## config.mk

```make
export PLATFORM = sky130hd
export DESIGN_NAME = alu_share_scheduler
export DESIGN_NICKNAME = d
export VERILOG_FILES = /design/src/rtl/alu_share_scheduler.sv
export SDC_FILE = /design/constraint.sdc
export NUM_CORES = 1
export LEC_CHECK = 0
export ABC_AREA = 1
export CAP_MARGIN = 20
export CELL_PAD_IN_SITES_DETAIL_PLACEMENT = 1
export CELL_PAD_IN_SITES_GLOBAL_PLACEMENT = 2
export CORE_UTILIZATION = 24
export DETAILED_ROUTE_END_ITERATION = 8
export PLACE_DENSITY = 0.92
export SYNTH_ARGS = -nofsm -noshare
export SYNTH_HDL_FRONTEND = slang
export SYNTH_SLANG_ARGS = --single-unit
export TNS_END_PERCENT = 20
```

## constraint.sdc

```tcl
create_clock -name clk -period 6.7 [get_ports clk]
set_input_delay 1.34 -clock clk [delete_from_list [all_inputs] [get_ports clk]]
set_output_delay 1.34 -clock clk [all_outputs]
set_load 0.05 [all_outputs]
```

## src/rtl/alu_share_scheduler.sv

```systemverilog
// Round-robin scheduler sharing one multicycle ALU among NREQ requesters.
// Define ALU_SCHED_PERF_EN to build the perf_ops/perf_busy counters; otherwise they read 0.
module alu_share_scheduler #(
  parameter int N       = 24,
  parameter int NREQ    = 4,
  parameter int MUL_CYC = 2,
  parameter int DIV_CYC = 6,
  parameter int LUT_LAT = 2
) (
  input  logic                      clk,
  input  logic                      rst,
  input  logic [NREQ-1:0]           req_valid,
  input  logic [4*NREQ-1:0]         req_op,
  input  logic [N*NREQ-1:0]         req_a,
  input  logic [N*NREQ-1:0]         req_b,
  output logic [NREQ-1:0]           req_ready,
  output logic [N-1:0]              alu_a,
  output logic [N-1:0]              alu_b,
  output logic [3:0]                alu_select,
  input  logic [N-1:0]              alu_out,
  output logic                      rsp_valid,
  input  logic                      rsp_ready,
  output logic [$clog2(NREQ)-1:0]   rsp_id,
  output logic [N-1:0]              rsp_data,
  output logic                      rsp_err,
  output logic                      busy,
  output logic [31:0]               perf_ops,
  output logic [31:0]               perf_busy
);

  localparam int IDW = $clog2(NREQ);
  localparam int CW  = 16;

  localparam logic [3:0] OP_MOV  = 4'b1010;
  localparam logic [3:0] OP_SIN  = 4'b1011;
  localparam logic [3:0] OP_COS  = 4'b1100;
  localparam logic [3:0] OP_ADD  = 4'b1101;
  localparam logic [3:0] OP_MULT = 4'b1110;
  localparam logic [3:0] OP_DIV  = 4'b1111;

  typedef enum logic [1:0] {
    S_IDLE,
    S_EXEC,
    S_RESP
  } state_e;

  state_e          state_q;
  logic [IDW-1:0]  rr_ptr_q;
  logic [IDW-1:0]  id_q;
  logic [CW-1:0]   cnt_q;
  logic [N-1:0]    alu_a_q;
  logic [N-1:0]    alu_b_q;
  logic [3:0]      alu_sel_q;
  logic            rsp_valid_q;
  logic [IDW-1:0]  rsp_id_q;
  logic [N-1:0]    rsp_data_q;
  logic            rsp_err_q;

  logic            found;
  logic [IDW-1:0]  gnt_id;
  logic [3:0]      gnt_op;
  logic [N-1:0]    gnt_a;
  logic [N-1:0]    gnt_b;
  logic            grant_ok;
  logic            gnt_illegal;
  logic            gnt_div0;
  logic [IDW-1:0]  ptr_nxt;

  // Hold budget minus one, i.e. the down-counter load value.
  function automatic logic [CW-1:0] op_budget(input logic [3:0] op);
    logic [CW-1:0] c;
    c = '0;
    case (op)
      OP_MULT:        c = CW'(MUL_CYC - 1);
      OP_DIV:         c = CW'(DIV_CYC - 1);
      OP_SIN, OP_COS: c = CW'(LUT_LAT - 1);
      default:        c = '0;
    endcase
    return c;
  endfunction

  // First valid requester at or after rr_ptr, scanning modulo NREQ.
  always_comb begin
    found  = 1'b0;
    gnt_id = '0;
    gnt_op = '0;
    gnt_a  = '0;
    gnt_b  = '0;
    for (int unsigned k = 0; k < NREQ; k++) begin
      int unsigned idx;
      idx = (32'(rr_ptr_q) + k) % NREQ;
      if (!found && req_valid[idx]) begin
        found  = 1'b1;
        gnt_id = IDW'(idx);
        gnt_op = req_op[4*idx +: 4];
        gnt_a  = req_a[N*idx +: N];
        gnt_b  = req_b[N*idx +: N];
      end
    end
  end

  assign grant_ok    = (state_q == S_IDLE) && found && !rst;
  assign req_ready   = grant_ok ? (NREQ'(1) << gnt_id) : '0;
  assign gnt_illegal = (gnt_op < OP_MOV);
  assign gnt_div0    = (gnt_op == OP_DIV) && (gnt_b == '0);
  assign ptr_nxt     = (gnt_id == IDW'(NREQ - 1)) ? '0 : gnt_id + IDW'(1);

  // The ALU drive registers double as the latched operands: they are only
  // needed while in EXEC and must read zero everywhere else.
  always_ff @(posedge clk) begin
    if (rst) begin
      state_q     <= S_IDLE;
      rr_ptr_q    <= '0;
      id_q        <= '0;
      cnt_q       <= '0;
      alu_a_q     <= '0;
      alu_b_q     <= '0;
      alu_sel_q   <= '0;
      rsp_valid_q <= 1'b0;
      rsp_id_q    <= '0;
      rsp_data_q  <= '0;
      rsp_err_q   <= 1'b0;
    end else begin
      case (state_q)
        S_IDLE: begin
          if (found) begin
            rr_ptr_q <= ptr_nxt;
            id_q     <= gnt_id;
            if (gnt_illegal || gnt_div0) begin
              rsp_valid_q <= 1'b1;
              rsp_id_q    <= gnt_id;
              rsp_data_q  <= gnt_div0 ? '1 : '0;
              rsp_err_q   <= 1'b1;
              state_q     <= S_RESP;
            end else begin
              alu_a_q   <= gnt_a;
              alu_b_q   <= gnt_b;
              alu_sel_q <= gnt_op;
              cnt_q     <= op_budget(gnt_op);
              state_q   <= S_EXEC;
            end
          end
        end
        S_EXEC: begin
          if (cnt_q == '0) begin
            rsp_valid_q <= 1'b1;
            rsp_id_q    <= id_q;
            rsp_data_q  <= alu_out;
            rsp_err_q   <= 1'b0;
            alu_a_q     <= '0;
            alu_b_q     <= '0;
            alu_sel_q   <= '0;
            state_q     <= S_RESP;
          end else begin
            cnt_q <= cnt_q - CW'(1);
          end
        end
        S_RESP: begin
          if (rsp_ready) begin
            rsp_valid_q <= 1'b0;
            rsp_id_q    <= '0;
            rsp_data_q  <= '0;
            rsp_err_q   <= 1'b0;
            state_q     <= S_IDLE;
          end
        end
        default: state_q <= S_IDLE;
      endcase
    end
  end

  assign alu_a      = alu_a_q;
  assign alu_b      = alu_b_q;
  assign alu_select = alu_sel_q;
  assign rsp_valid  = rsp_valid_q;
  assign rsp_id     = rsp_id_q;
  assign rsp_data   = rsp_data_q;
  assign rsp_err    = rsp_err_q;
  assign busy       = (state_q != S_IDLE);

`ifdef ALU_SCHED_PERF_EN
  logic [31:0] perf_ops_q;
  logic [31:0] perf_busy_q;

  always_ff @(posedge clk) begin
    if (rst) begin
      perf_ops_q  <= '0;
      perf_busy_q <= '0;
    end else begin
      if (rsp_valid_q && rsp_ready) perf_ops_q <= perf_ops_q + 32'd1;
      if (busy) perf_busy_q <= perf_busy_q + 32'd1;
    end
  end

  assign perf_ops  = perf_ops_q;
  assign perf_busy = perf_busy_q;
`else
  assign perf_ops  = '0;
  assign perf_busy = '0;
`endif

endmodule

```

==> flow_metrics.py <==
metrics = {
    "status": {
        "status": "finished clean",
    },
    "setup_path": {
        "startpoint": "req_valid[3]",
        "endpoint_kind": "output port",
        "startpoint_type": "primary input",
        "worstPathCellList": "clkdlybuf4s50_1, inv_1, nand2_1, nand3_1, nand2_1, inv_2, nand2_4, o221ai_1, a21oi_1, inv_1, ha_1, inv_1, nor2_1, buf_12",
        "path_class": "primary input to output port",
        "critPathMaxStageDelay_ns": 0.54,
        "r2r_start": "rr_ptr_q[0]",
        "worstPathArrival_ns": 4.53,
        "cpMostUsedCell": "inv_1",
        "crit_required_ns": 5.36,
        "crit_fanout": 28,
        "crit_slowest_cell": "nand2_1",
    },
    "clocking": {
        "cts_tree": "yes",
        "clkLatencyLatePin_ns": 0.37,
        "clkTransAtPathRegs_ns": 0.08,
        "cts_buffers": 9,
        "htree_levels": 3,
        "clockBufferDepth": 2,
        "clkSinkCount": 102,
        "cts_resized": 0,
        "root_buffer": "clkbuf_16",
        "ctsHoldBuffers": 0,
        "post-cts-setup-buffer-count": 0,
    },
    "placement": {
        "hpwl_um": 37300,
        "io_buffers": 323,
        "place_congestion": 0.834,
    },
    "flow_run": {
        "drv_cap": 0,
    },
    "power_and_ir_drop": {
        "p_leak_nw": 7.04,
        "ir_drop_uv": 417,
        "powerDensity_mw_per_mm2": 485,
        "p_total_mw": 7.40,
    },
    "synthesis": {
        "synth-simple-area-share": 0.403,
        "ys_async_sr_fraction": 0,
        "synthMuxAreaShare": 0,
        "synthCells": 2259,
        "synth_seq_area_share": 0.175,
        "yosysWarnings": 0,
        "synth_top_family_by_area": "simple AND/OR/NAND/NOR gates",
        "netlist_area_sq_mm": 0.0116,
        "synthAdderAreaFrac": 0.00967,
        "synth-xor-area-share": 0.000752,
        "synth_area_per_cell_sq_um": 5.16,
        "synth_seq_cells": 102,
        "synth_compound_area_frac": 0.246,
        "synth-main-ff-cell": "dfxtp_1",
        "yosysUniqueCellTypes": 36,
        "synth_edf_count": 0,
    },
    "worst_hold_path": {
        "hp-class": "register to register",
        "hold_start": "alu_select[2]",
    },
    "cells_and_area": {
        "drive_gt1_frac": 0.0298,
        "syn_to_final_growth_pct": 30.9,
        "final_net_count": 2692,
        "final_common_cell": "nand2_1",
        "final_cell_mix": "nand2_1, o21ai_0, clkdlybuf4s50_1, nor2_1, inv_1",
        "num_antenna_cells": 0,
    },
    "drt": {
        "vias": 14800,
        "drt-total-wl_um": 49800,
        "first_pass_iters": 4,
        "via_per_inst": 4.83,
        "ant_nets": 0,
        "drc": 0,
        "drt-initial-drc-count": 722,
        "wl_per_cell_um": 16.3,
    },
    "sta": {
        "report.final.slew_viol_count": 0,
        "min_period_ns": 5.87,
        "worstMarginPinSlew_ns": 1.02,
        "min_period_over_period": 0.876,
        "finalHoldViolCount": 0,
        "setup_viol": 0,
        "finalClockSkew_ns": 0.0178,
        "rsz0062_at_grt": "no",
        "slew_headroom": 0.318,
        "fmax_mhz": 170,
        "tns_ns": 0,
    },
    "global_route": {
        "antenna_found_initial": 0,
        "grt_max_degree": 198,
        "gr-total-overflow": 0,
        "grtUsageTotal": 0.199,
        "grt_first_pass_wirelength_um": 80200,
        "grt_pass1_vias": 15200,
    },
    "floorplanning": {
        "core-area_sq_mm": 0.0478,
        "num_rows": 80,
        "ios": 388,
        "floorplan.initialDensity": 0.243,
        "fp.dieH_um": 222,
        "dieArea_sq_mm": 0.0494,
        "die_width_um": 222,
    },
}
## cell usage after synthesis, types with 9 or more instances
library cell / number / area [sq um]
nand2_1: 801 / 3010
o21ai_0: 381 / 1910
nor2_1: 199 / 747
inv_1: 182 / 683
nand3_1: 157 / 786
clkbuf_1: 107 / 402
a21oi_1: 104 / 521
dfxtp_1: 102 / 2040
buf_4: 69 / 518
buf_2: 29 / 145
o221ai_1: 25 / 219
buf_1: 22 / 82.6
o21ai_1: 14 / 70.1
o211ai_1: 12 / 90.1
ha_1: 9 / 113
## layer usage
metal | global-route usage | up-vias | part of all wire
li1 | - | 7464 | -
met1 | 0.251 | 6966 | 0.45
met2 | 0.351 | 314 | 0.48
met3 | 0.0227 | 61 | 0.040
met4 | 0.0623 | 0 | 0.026
met5 | 0 | - | 0
## registers in the layout, summed over array words and instances (netlist names)
register    count
alu_a          24
alu_b          24
rsp_data       24
cnt_q          16
alu_select      4
id_q            2
rr_ptr_q        2
rsp_id          2
state_q         2
rsp_err         1
rsp_valid       1
## metrics by stage
step	hold WS (ns)	utilization	worst slack [ns]	instance area, sq um	cells
floorplan	0.440	-	1.85	11900	2322
global placement	0.449	0.311	0.854	14900	3045
detailed placement	0.458	0.311	0.632	14900	3046
CTS	0.470	0.318	0.666	15200	3062
global route	0.491	0.319	0.541	15200	3064
finish	0.469	0.319	0.829	15200	3064
## cell type report
cell class | count | area, sq um
fillers | 6400 | 32600
flip-flops and latches | 102 | 2050
repair buffers | 343 | 3450
well taps | 615 | 769
multi-input cells | 1797 | 7950
inverters | 191 | 722
clock inverters | 7 | 81.3
clock buffers | 9 | 225
## power by group
part           internal [mW]  switching [mW]  leakage (nW)
sequential             0.829           0.200         0.838
combinational           1.74            4.06          6.05
clock                  0.297           0.274         0.146
## worst max-delay path, delay by kind of cell
family | cells | cell delay, ns
fa+ha+maj | 1 | 0.22
simple gates | 5 | 1.25
compound gates | 2 | 0.70
buf+inv | 6 | 1.02
## worst paths after layout
path	end	slack (ns)	cells past startpoint
max	req_ready[3]	0.83	14
min	alu_select[2]	0.47	2
max reg2reg	alu_b[9]	1.06	16
min reg2reg	alu_select[2]	0.47	2
## cell families (layout without fill, tap and decap cells)
group,count (synthesis),count (layout)
AOI/OAI and AO/OA,543,543
xor gates and xnor gates,1,1
adders and majority gates,9,9
buffers and inverters,423,550
DFF,102,102
other,1,64
and+or+nand+nor,1180,1180
Note: power is estimated with default switching activity, not from simulation.
